### src/rtl/mem_arbiter_if.sv
// mem_arbiter_if: the bus bundle between two requesters (instruction fetch and
// data port), the arbiter and a shared single-port memory.
//
// Handshake: a requester raises *_req_i with its address, write enable and
// write data, and keeps all of them stable until it sees *_gnt_o high in the
// same cycle. A cycle with req && gnt is the issue cycle of that access. A read
// returns exactly one cycle later as a one-cycle *_rvalid_o pulse with *_rdata_o.
// There is no backpressure on responses.
//
// Signal names carry the arbiter's point of view (_i into the arbiter,
// _o out of it).
//   slave  : arbiter side
//   master : requester / memory side (testbench)
// The dbg_* signals expose the response-owner state and the fetch wait
// counter for observation only.
interface mem_arbiter_if #(
  parameter int AWIDTH   = 32,
  parameter int DWIDTH   = 32,
  parameter int MAX_WAIT = 4
);
  localparam int CW = (MAX_WAIT < 1) ? 1 : $clog2(MAX_WAIT + 1);

  logic              i_req_i;
  logic [AWIDTH-1:0] i_addr_i;
  logic              i_gnt_o;
  logic              i_rvalid_o;
  logic [DWIDTH-1:0] i_rdata_o;

  logic              d_req_i;
  logic              d_we_i;
  logic [AWIDTH-1:0] d_addr_i;
  logic [DWIDTH-1:0] d_wdata_i;
  logic              d_gnt_o;
  logic              d_rvalid_o;
  logic [DWIDTH-1:0] d_rdata_o;

  logic [AWIDTH-1:0] mem_addr_o;
  logic [DWIDTH-1:0] mem_data_o;
  logic              mem_read_en_o;
  logic              mem_write_en_o;
  logic [DWIDTH-1:0] mem_data_i;

  logic [1:0]        dbg_resp_o;
  logic [CW-1:0]     dbg_wait_cnt_o;

  modport slave (
    input  i_req_i, i_addr_i,
    output i_gnt_o, i_rvalid_o, i_rdata_o,
    input  d_req_i, d_we_i, d_addr_i, d_wdata_i,
    output d_gnt_o, d_rvalid_o, d_rdata_o,
    output mem_addr_o, mem_data_o, mem_read_en_o, mem_write_en_o,
    input  mem_data_i,
    output dbg_resp_o, dbg_wait_cnt_o
  );

  modport master (
    output i_req_i, i_addr_i,
    input  i_gnt_o, i_rvalid_o, i_rdata_o,
    output d_req_i, d_we_i, d_addr_i, d_wdata_i,
    input  d_gnt_o, d_rvalid_o, d_rdata_o,
    input  mem_addr_o, mem_data_o, mem_read_en_o, mem_write_en_o,
    output mem_data_i,
    input  dbg_resp_o, dbg_wait_cnt_o
  );
endinterface

### src/rtl/mem_arbiter.sv
// mem_arbiter: two-port (fetch / data) arbiter in front of a single-port
// memory with one-cycle read latency.
//
// Ports:
//   clk   - single clock, rising edge
//   reset - asynchronous, active-low reset
//   bus   - mem_arbiter_if.slave: fetch request/response, data request/
//           response, shared-memory access and debug state
//
// At most one access issues per cycle. Data normally wins a collision; a
// fetch that has been blocked MAX_WAIT cycles wins the next collision. Grants
// are combinational; the response owner is remembered for one cycle so the
// returning memory data is steered to the right port.
module mem_arbiter #(
  parameter int AWIDTH   = 32,
  parameter int DWIDTH   = 32,
  parameter int MAX_WAIT = 4
) (
  input logic          clk,
  input logic          reset,
  mem_arbiter_if.slave bus
);
  localparam int            CW       = (MAX_WAIT < 1) ? 1 : $clog2(MAX_WAIT + 1);
  localparam logic [CW-1:0] WAIT_MAX = CW'(MAX_WAIT);

  typedef enum logic [1:0] {
    RESP_NONE  = 2'd0,
    RESP_INSTR = 2'd1,
    RESP_DATA  = 2'd2
  } resp_e;

  resp_e         resp_q, resp_d;
  logic [CW-1:0] i_wait_cnt_q, i_wait_cnt_d;
  logic          i_gnt, d_gnt;

  // Grants are gated by reset so they drop the moment reset asserts, not at
  // the next clock edge.
  always_comb begin
    i_gnt = 1'b0;
    d_gnt = 1'b0;
    if (reset) begin
      if (bus.i_req_i && (!bus.d_req_i || (i_wait_cnt_q == WAIT_MAX))) begin
        i_gnt = 1'b1;
      end else if (bus.d_req_i) begin
        d_gnt = 1'b1;
      end
    end
  end

  // Next state: wait counter and response owner.
  always_comb begin
    i_wait_cnt_d = '0;
    resp_d       = RESP_NONE;
    if (bus.i_req_i && !i_gnt) begin
      i_wait_cnt_d = (i_wait_cnt_q == WAIT_MAX) ? i_wait_cnt_q : i_wait_cnt_q + CW'(1);
    end
    if (i_gnt) begin
      resp_d = RESP_INSTR;
    end else if (d_gnt && !bus.d_we_i) begin
      resp_d = RESP_DATA;
    end
  end

  always_ff @(posedge clk or negedge reset) begin
    if (!reset) begin
      resp_q       <= RESP_NONE;
      i_wait_cnt_q <= '0;
    end else begin
      resp_q       <= resp_d;
      i_wait_cnt_q <= i_wait_cnt_d;
    end
  end

  // Output steering: memory carries only the winner; idle cycles drive zero.
  always_comb begin
    bus.i_gnt_o        = i_gnt;
    bus.d_gnt_o        = d_gnt;
    bus.mem_addr_o     = '0;
    bus.mem_data_o     = '0;
    bus.mem_read_en_o  = 1'b0;
    bus.mem_write_en_o = 1'b0;
    if (i_gnt) begin
      bus.mem_addr_o    = bus.i_addr_i;
      bus.mem_read_en_o = 1'b1;
    end else if (d_gnt) begin
      bus.mem_addr_o = bus.d_addr_i;
      if (bus.d_we_i) begin
        bus.mem_write_en_o = 1'b1;
        bus.mem_data_o     = bus.d_wdata_i;
      end else begin
        bus.mem_read_en_o = 1'b1;
      end
    end

    bus.i_rvalid_o = (resp_q == RESP_INSTR);
    bus.d_rvalid_o = (resp_q == RESP_DATA);
    bus.i_rdata_o  = (resp_q == RESP_INSTR) ? bus.mem_data_i : '0;
    bus.d_rdata_o  = (resp_q == RESP_DATA)  ? bus.mem_data_i : '0;

    bus.dbg_resp_o     = resp_q;
    bus.dbg_wait_cnt_o = i_wait_cnt_q;
  end
endmodule
### src/flat_wrapper.sv
// flat-port wrapper written by rule: the top's interface ports become plain ports
module mem_arbiter_flat 
#(
  parameter int AWIDTH   = 32,
  parameter int DWIDTH   = 32,
  parameter int MAX_WAIT = 4
)
  (clk, reset, bus_i_req_i, bus_i_addr_i, bus_i_gnt_o, bus_i_rvalid_o, bus_i_rdata_o, bus_d_req_i, bus_d_we_i, bus_d_addr_i, bus_d_wdata_i, bus_d_gnt_o, bus_d_rvalid_o, bus_d_rdata_o, bus_mem_addr_o, bus_mem_data_o, bus_mem_read_en_o, bus_mem_write_en_o, bus_mem_data_i, bus_dbg_resp_o, bus_dbg_wait_cnt_o);
  mem_arbiter_if #(.AWIDTH(AWIDTH), .DWIDTH(DWIDTH), .MAX_WAIT(MAX_WAIT)) bus_i ();
  input logic clk;
  input logic reset;
  input wire logic [$bits(bus_i.i_req_i)-1:0] bus_i_req_i;
  input wire logic [$bits(bus_i.i_addr_i)-1:0] bus_i_addr_i;
  output wire logic [$bits(bus_i.i_gnt_o)-1:0] bus_i_gnt_o;
  output wire logic [$bits(bus_i.i_rvalid_o)-1:0] bus_i_rvalid_o;
  output wire logic [$bits(bus_i.i_rdata_o)-1:0] bus_i_rdata_o;
  input wire logic [$bits(bus_i.d_req_i)-1:0] bus_d_req_i;
  input wire logic [$bits(bus_i.d_we_i)-1:0] bus_d_we_i;
  input wire logic [$bits(bus_i.d_addr_i)-1:0] bus_d_addr_i;
  input wire logic [$bits(bus_i.d_wdata_i)-1:0] bus_d_wdata_i;
  output wire logic [$bits(bus_i.d_gnt_o)-1:0] bus_d_gnt_o;
  output wire logic [$bits(bus_i.d_rvalid_o)-1:0] bus_d_rvalid_o;
  output wire logic [$bits(bus_i.d_rdata_o)-1:0] bus_d_rdata_o;
  output wire logic [$bits(bus_i.mem_addr_o)-1:0] bus_mem_addr_o;
  output wire logic [$bits(bus_i.mem_data_o)-1:0] bus_mem_data_o;
  output wire logic [$bits(bus_i.mem_read_en_o)-1:0] bus_mem_read_en_o;
  output wire logic [$bits(bus_i.mem_write_en_o)-1:0] bus_mem_write_en_o;
  input wire logic [$bits(bus_i.mem_data_i)-1:0] bus_mem_data_i;
  output wire logic [$bits(bus_i.dbg_resp_o)-1:0] bus_dbg_resp_o;
  output wire logic [$bits(bus_i.dbg_wait_cnt_o)-1:0] bus_dbg_wait_cnt_o;
  assign bus_i.i_req_i = bus_i_req_i;
  assign bus_i.i_addr_i = bus_i_addr_i;
  assign bus_i_gnt_o = bus_i.i_gnt_o;
  assign bus_i_rvalid_o = bus_i.i_rvalid_o;
  assign bus_i_rdata_o = bus_i.i_rdata_o;
  assign bus_i.d_req_i = bus_d_req_i;
  assign bus_i.d_we_i = bus_d_we_i;
  assign bus_i.d_addr_i = bus_d_addr_i;
  assign bus_i.d_wdata_i = bus_d_wdata_i;
  assign bus_d_gnt_o = bus_i.d_gnt_o;
  assign bus_d_rvalid_o = bus_i.d_rvalid_o;
  assign bus_d_rdata_o = bus_i.d_rdata_o;
  assign bus_mem_addr_o = bus_i.mem_addr_o;
  assign bus_mem_data_o = bus_i.mem_data_o;
  assign bus_mem_read_en_o = bus_i.mem_read_en_o;
  assign bus_mem_write_en_o = bus_i.mem_write_en_o;
  assign bus_i.mem_data_i = bus_mem_data_i;
  assign bus_dbg_resp_o = bus_i.dbg_resp_o;
  assign bus_dbg_wait_cnt_o = bus_i.dbg_wait_cnt_o;
  mem_arbiter #(.AWIDTH(AWIDTH), .DWIDTH(DWIDTH), .MAX_WAIT(MAX_WAIT)) u_core (.clk(clk), .reset(reset), .bus(bus_i));
endmodule
### config.mk
export PLATFORM = sky130hd
export DESIGN_NAME = mem_arbiter_flat
export DESIGN_NICKNAME = d
export VERILOG_FILES = /design/src/rtl/mem_arbiter_if.sv /design/src/rtl/mem_arbiter.sv /design/src/flat_wrapper.sv
export SDC_FILE = /design/constraint.sdc
export NUM_CORES = 1
export LEC_CHECK = 0
export BUFFER_PORTS_ARGS = -buffer_cell sky130_fd_sc_hd__buf_2
export CORE_AREA = 2 2 107 109
export DETAILED_ROUTE_END_ITERATION = 10
export DIE_AREA = 0 0 109 111
export GPL_TIMING_DRIVEN = 0
export PLACE_DENSITY_LB_ADDON = 0.08
export SLEW_MARGIN = 20
export SYNTH_ARGS = -nofsm -noshare
export SYNTH_HDL_FRONTEND = slang
export SYNTH_SLANG_ARGS = --single-unit
### constraint.sdc
create_clock -name clk -period 1.6 [get_ports clk]
set_input_delay 0.08 -clock clk [delete_from_list [all_inputs] [get_ports clk]]
set_output_delay 0.08 -clock clk [all_outputs]
set_load 0.02 [all_outputs]
==> results of run 1 <==
-- metal layers --
metal | routed length (um) | vias to the layer above | share of wire | global-route usage
met4 | 27 | 0 | 0.0034 | 0.0179
met5 | 0 | - | 0 | 0
met1 | 2570 | 1065 | 0.32 | 0.110
met2 | 4550 | 155 | 0.57 | 0.259
met3 | 779 | 2 | 0.098 | 0.0182
li1 | - | 1206 | - | -
-- registers in the layout, indices dropped and copies added (netlist names) --
signal and count:
u_core.bus.dbg_wait_cnt_o 3, u_core.bus.dbg_resp_o 2
-- final timing paths --
check                      depth (start not counted)                           end  slack [ns]
max                                                7            bus_mem_data_o[29]       -0.13
min                                                3  u_core.bus.dbg_wait_cnt_o[2]        0.16
max reg2reg                                        4  u_core.bus.dbg_wait_cnt_o[2]        0.17
min reg2reg                                        3  u_core.bus.dbg_wait_cnt_o[0]        0.57
max in group asynchronous                          2  u_core.bus.dbg_wait_cnt_o[0]        1.08
min in group asynchronous                          2  u_core.bus.dbg_wait_cnt_o[1]        0.30
-- cell usage in the layout, fill, tap and decap left out, types with 2 or more instances in the layout --
| cell | instances |
|---|---|
| clkbuf_1 | 4 |
| clkbuf_4 | 4 |
| nand2b_1 | 2 |
| buf_2 | 242 |
| clkbuf_16 | 3 |
| nand2_1 | 8 |
| nor2b_2 | 2 |
| inv_2 | 2 |
| o22ai_1 | 2 |
| a22o_1 | 32 |
| dfrtp_1 | 4 |
| buf_4 | 8 |
| buf_8 | 2 |
| and2_1 | 65 |
| clkbuf_2 | 4 |
| and3_1 | 31 |
| buf_6 | 36 |
| buf_12 | 2 |
-- what timing repair did --
action / 4_1_cts / 5_1_grt
endpoints found under the setup margin: 128 / 89
hold buffers: 1 / 0
gates cloned: 4 / 1
hold endpoints to repair: 5 / 0
setup buffers: 5 / 1
resized for setup: 74 / 22
pin swaps: 22 / 0
-- area by class of cell --
type                    instances  area share
inverters                       3     0.00342
repair buffers                283       0.506
flip-flops and latches          5      0.0383
well taps                     143      0.0543
multi-input cells             153       0.329
plain buffers                  19      0.0452
clock buffers                   4      0.0239
-- power groups by stage --
stage          sequential, mW  clock [mW]  combinational, mW
6_report                0.141       0.405              0.778
5_1_grt                 0.142       0.423              0.846
4_1_cts                 0.141       0.414              0.772
3_5_place_dp            0.144           0              0.677
3_3_place_gp            0.143           0              0.676
2_1_floorplan           0.150           0              0.341
-- worst max-delay path: stages, from the launching register on --
cell and delay (ns):
dfrtp_1 0.36, inv_2 0.05, ha_4 0.17, a31oi_4 0.22, buf_6 0.19, buf_6 0.12
and3_4 0.18, buf_6 0.11
-- cells by family (layout without fill, tap and decap cells) --
family          Yosys count  in the layout
simple gates            113            113
compound gates           38             38
buf+inv                  22            309
flops                     5              5
fa+ha+maj                 2              2
-- through the flow --
step                      power, mW  hold slack, ns
final                          1.32           0.155
after global routing           1.41           0.169
after CTS                      1.33           0.151
after detailed placement      0.820         -0.0669
after global placement        0.819         -0.0666
after floorplan               0.491          -0.216
==> run metrics, run 1 <==
Die W 109 um; Gate Count Post-Synth 180; GRT Residual Overflow 0; fin crit period 1.73 ns; ys async rst share 1.00; Cell Area, Placed 2850 um^2; Post-Synth Simple-Gate Area 0.524; post-route ant nets 0; CTS HTree Levels 1; vias in the first global route 2351; Tcrit/Tclk final 1.08; register area share after synthesis 0.0954; post-synthesis cell type count 19; internal power 849 uW; Inst Count DP 594; Final Util 0.298; Slew @ Worst Pin 0.314 ns; Multi-input gate area 1080 um^2; final cell count without fillers 610; Adder-Cell Fraction of Synth Area 0.0191; synth warn 0; Final Hold Vio Count 0; logic gate share of total power 0.588; Setup Viol. Count Final 66; drt pass-1 iters 4; R2R Path Start u_core.bus.dbg_wait_cnt_o[0]; CTS Buf Count 3; hold wc startpoint bus_i_req_i; EDFF count, synth 0; routed length per placed instance 13.0 um; HP Class in -> reg; clk sinks 5; DRC errors left 0; Layout Skew 0.00102 ns; post-synthesis cell area 1310 um^2; DR iter-0 viols 34; Detail Placement HPWL 6810 um; compound-cell area share of the yosys netlist 0.262; top cell type's share of synthesized area 0.315; RD Place Congestion 0.766; count leader, synth and2_1; #FFs+latches synth 5; initial antenna violation count 0; Max VDD drop 153 uV; cell leakage power 2.12 nW; setup TNS -6.63 ns; critical path startpoint category flop; Max Cap Viol 0; Crit Path Class reg -> out; worst-path fanout max 6; Synth Area in XOR/XNOR 0; CTS root buf clkbuf_16; IO Port Bufs 271; Die Area 12100 um^2; total track usage 0.119; run status complete, but fails checks; largest cells by area after synthesis and2_1 (31%), a22o_1 (21%), and3_1 (15%), dfrtp_1 (9.5%), buf_6 (5.2%); fillers 1236; die height 111 um; Final Cell Area 3300 um^2; Max-slew headroom 0.791; clk_lat worst skew 0.22 ns; Layout area overhead 151%; final WL 7930 um; largest family of logic cells by synthesized area simple AND/OR/NAND/NOR gates; layout net count 603; clock share of power 0.306; final worst setup slack -0.130 ns; setup slack at placement -0.210 ns; Reg area 126 um^2; first-pass GRT wire length 11400 um; pwr dens 402 nW/um^2; io pins 272; RSZ-0062 raised after global routing true; clock tree buffer depth 2; largest area contributor in the netlist and2_1; share of power burned in registers 0.106; Max Transition Viols Final 0; Net Sw Frac 0.359; via count 2428; synth cell count leaders and2_1 (66), a22o_1 (32), and3_1 (32); syn_nets 315; core area 11100 um^2; crit path DAT 1.65 ns; Via density 3.98; CTS tree done; num rows 39; Starting Density 0.118; Crit path required time 1.52 ns; Mapped Avg Cell Area 7.28 um^2; multiplexer area fraction after synthesis 0; crit path launch u_core.bus.dbg_wait_cnt_o[1]; failing checks negative setup slack; largest net degree at the start of global routing 11; Peak Freq 578 MHz; Psw 475 uW; share of post-route cells with drive strength above 1 0.672; Diodes inserted 0; Top FF cell, synth dfrtp_1; Clk pin slew, worst setup/hold paths 0.03 ns; CP endpoint kind primary output
Power figures use the tool's default switching activity.
==> run 2, diff against run 1 <==
--- a/config.mk
+++ b/config.mk
@@ -11,6 +11,7 @@
 export DIE_AREA = 0 0 109 111
 export GPL_TIMING_DRIVEN = 0
 export PLACE_DENSITY_LB_ADDON = 0.08
+export RECOVER_POWER = 50
 export SLEW_MARGIN = 20
 export SYNTH_ARGS = -nofsm -noshare
 export SYNTH_HDL_FRONTEND = slang
==> run metrics, run 2 (synthesis results as in run 1) <==
Final Util 0.296 (-0.00124); fin crit period 1.73 ns (unchanged); clk_lat worst skew 0.22 ns (about the same); share of power burned in registers 0.106 (about the same); io pins 272 (unchanged); failing checks negative setup slack; Setup Viol. Count Final 66 (unchanged); final WL 7930 um (about the same); CP top delay family buffers and inverters; largest net degree at the start of global routing 11 (unchanged); layout net count 603 (unchanged); Max Transition Viols Final 0 (unchanged); fillers 1241 (+0.40%); cell leakage power 2.09 nW (-1.4%); Crit path required time 1.52 ns (about the same); Worst setup endpoint bus_mem_data_o[29]; CTS tree done; Clk pin slew, worst setup/hold paths 0.03 ns (about the same); CP peak stage delay 0.36 ns (about the same); RD Place Congestion 0.766 (unchanged); R2R Path Start u_core.bus.dbg_wait_cnt_o[0]; core area 11100 um^2 (unchanged); total track usage 0.119 (unchanged); internal power 846 uW (-0.35%); final worst setup slack -0.130 ns (unchanged); r2r worst-path depth 4 (unchanged); run status complete, but fails checks; Multi-input gate area 1080 um^2 (-0.46%); RSZ-0062 raised after global routing true; Layout area overhead 150%; Detail Placement HPWL 6810 um (unchanged); worst-path fanout max 6 (unchanged); post-route ant nets 0 (unchanged); DRC errors left 0 (unchanged); crit path launch u_core.bus.dbg_wait_cnt_o[1]; pwr dens 402 nW/um^2 (+0.18%); Net Sw Frac 0.360 (+0.000709); HP Class in -> reg; most frequent cells in the layout buf_2 (235), and2_1 (63), buf_6 (36); Max Cap Viol 0 (unchanged); CTS HTree Levels 1 (unchanged); logic gate share of total power 0.587 (about the same); CTS Buf Count 3 (unchanged); max reg flops 3 (unchanged); Diodes inserted 0 (unchanged); Max VDD drop 152 uV (about the same); Die W 109 um (unchanged); crit path DAT 1.65 ns (about the same); clock tree buffer depth 2 (unchanged); Layout Skew 0.00102 ns (-0.0000000100 ns); via count 2424 (-0.16%); r2r endpoint u_core.bus.dbg_wait_cnt_o[2]; hold wc startpoint bus_i_req_i; Hold Slack 0.155 ns (unchanged); vias in the first global route 2351 (unchanged); num rows 39 (unchanged); clk sinks 5 (unchanged); CTS root buf clkbuf_16; setup slack at placement -0.210 ns (unchanged); commonest non-fill, non-tap cell in the layout buf_2; GRT Residual Overflow 0 (unchanged); critical path startpoint category flop; worst path bufs/invs 4 (unchanged); Final Hold Vio Count 0 (unchanged); Tcrit/Tclk final 1.08 (unchanged); die height 111 um (unchanged); Slew @ Worst Pin 0.322 ns (+0.00871 ns); DR iter-0 viols 32 (-5.9%); clock share of power 0.307 (about the same); Crit Path Class reg -> out; Crit-path slowest cell dfrtp_1; Cell Chain, Critical Path inv_2, ha_4, a31oi_4, buf_6, buf_6, and3_4, buf_6; Max-slew headroom 0.785 (-0.00625); initial antenna violation count 0 (unchanged); Psw 475 uW (about the same); Stages on worst setup path 7 (unchanged); cell repeated most along the worst path buf_6; share of post-route cells with drive strength above 1 0.653 (-0.0193); Starting Density 0.118 (unchanged); drt pass-1 iters 4 (unchanged); Via density 3.97 (-0.16%); CP endpoint kind primary output; first-pass GRT wire length 11400 um (unchanged); Die Area 12100 um^2 (unchanged); Peak Freq 578 MHz (unchanged); IO Port Bufs 271 (unchanged); R2R setup slack 0.17 ns (about the same); Reg area 126 um^2 (unchanged); routed length per placed instance 13.0 um (about the same)
[run 2: worst min-delay path by stage]
stage / to / slack (ns) / cells after the start
after floorplan: u_core.bus.dbg_resp_o[0] / -0.22 / 0
after global placement: u_core.bus.dbg_wait_cnt_o[1] / -0.07 / 1
after detailed placement: u_core.bus.dbg_wait_cnt_o[1] / -0.07 / 1
after CTS: u_core.bus.dbg_wait_cnt_o[2] / 0.15 / 3
after global routing: u_core.bus.dbg_wait_cnt_o[2] / 0.17 / 3
final: u_core.bus.dbg_wait_cnt_o[2] / 0.16 / 3
[run 2: power by group through the flow]
stage / Combinational (mW) / Clock [mW] / Sequential, mW
finish: 0.776 / 0.405 / 0.141
global route: 0.843 / 0.423 / 0.142
CTS: 0.772 / 0.414 / 0.141
detailed placement: 0.677 / 0 / 0.144
global placement: 0.676 / 0 / 0.143
floorplan: 0.341 / 0 / 0.150
[run 2: tightest hold or removal path, cell delays in order]
cell and delay, ns:
buf_2 0.15, nand2_1 0.07, a31oi_1 0.04
[run 2: per-stage QoR]
step / TNS, ns / power [mW] / cell area [um^2] / instances
after floorplan: -0.217 / 0.491 / 1310 / 180
after global placement: -7.11 / 0.819 / 2850 / 594
after detailed placement: -8.57 / 0.820 / 2850 / 594
after CTS: -9.36 / 1.33 / 3230 / 608
after global routing: -19.19 / 1.41 / 3280 / 610
final: -6.63 / 1.32 / 3280 / 610
[run 2: metal layers]
layer / up-vias / global-route usage / routed length (um)
met3: 2 / 0.0182 / 792
li1: 1206 / - / -
met1: 1061 / 0.110 / 2560
met2: 155 / 0.259 / 4550
met4: 0 / 0.0179 / 27
met5: - / 0 / 0
[run 2: timing repair]
item | CTS | global route
setup buffers | 5 | 1
hold buffers | 1 | 0
pin swaps | 22 | 0
cloned | 4 | 1
resized for setup | 74 | 22
endpoints found under the hold margin | 5 | 0
setup endpoints to repair | 128 | 89
[run 2: cell type report]
class	instances	area share
Clock buffer	4	0.0240
Tap cell	143	0.0545
Sequential cell	5	0.0385
Buffer	19	0.0454
Multi-Input combinational cell	153	0.329
Inverter	3	0.00343
Timing Repair Buffer	283	0.506
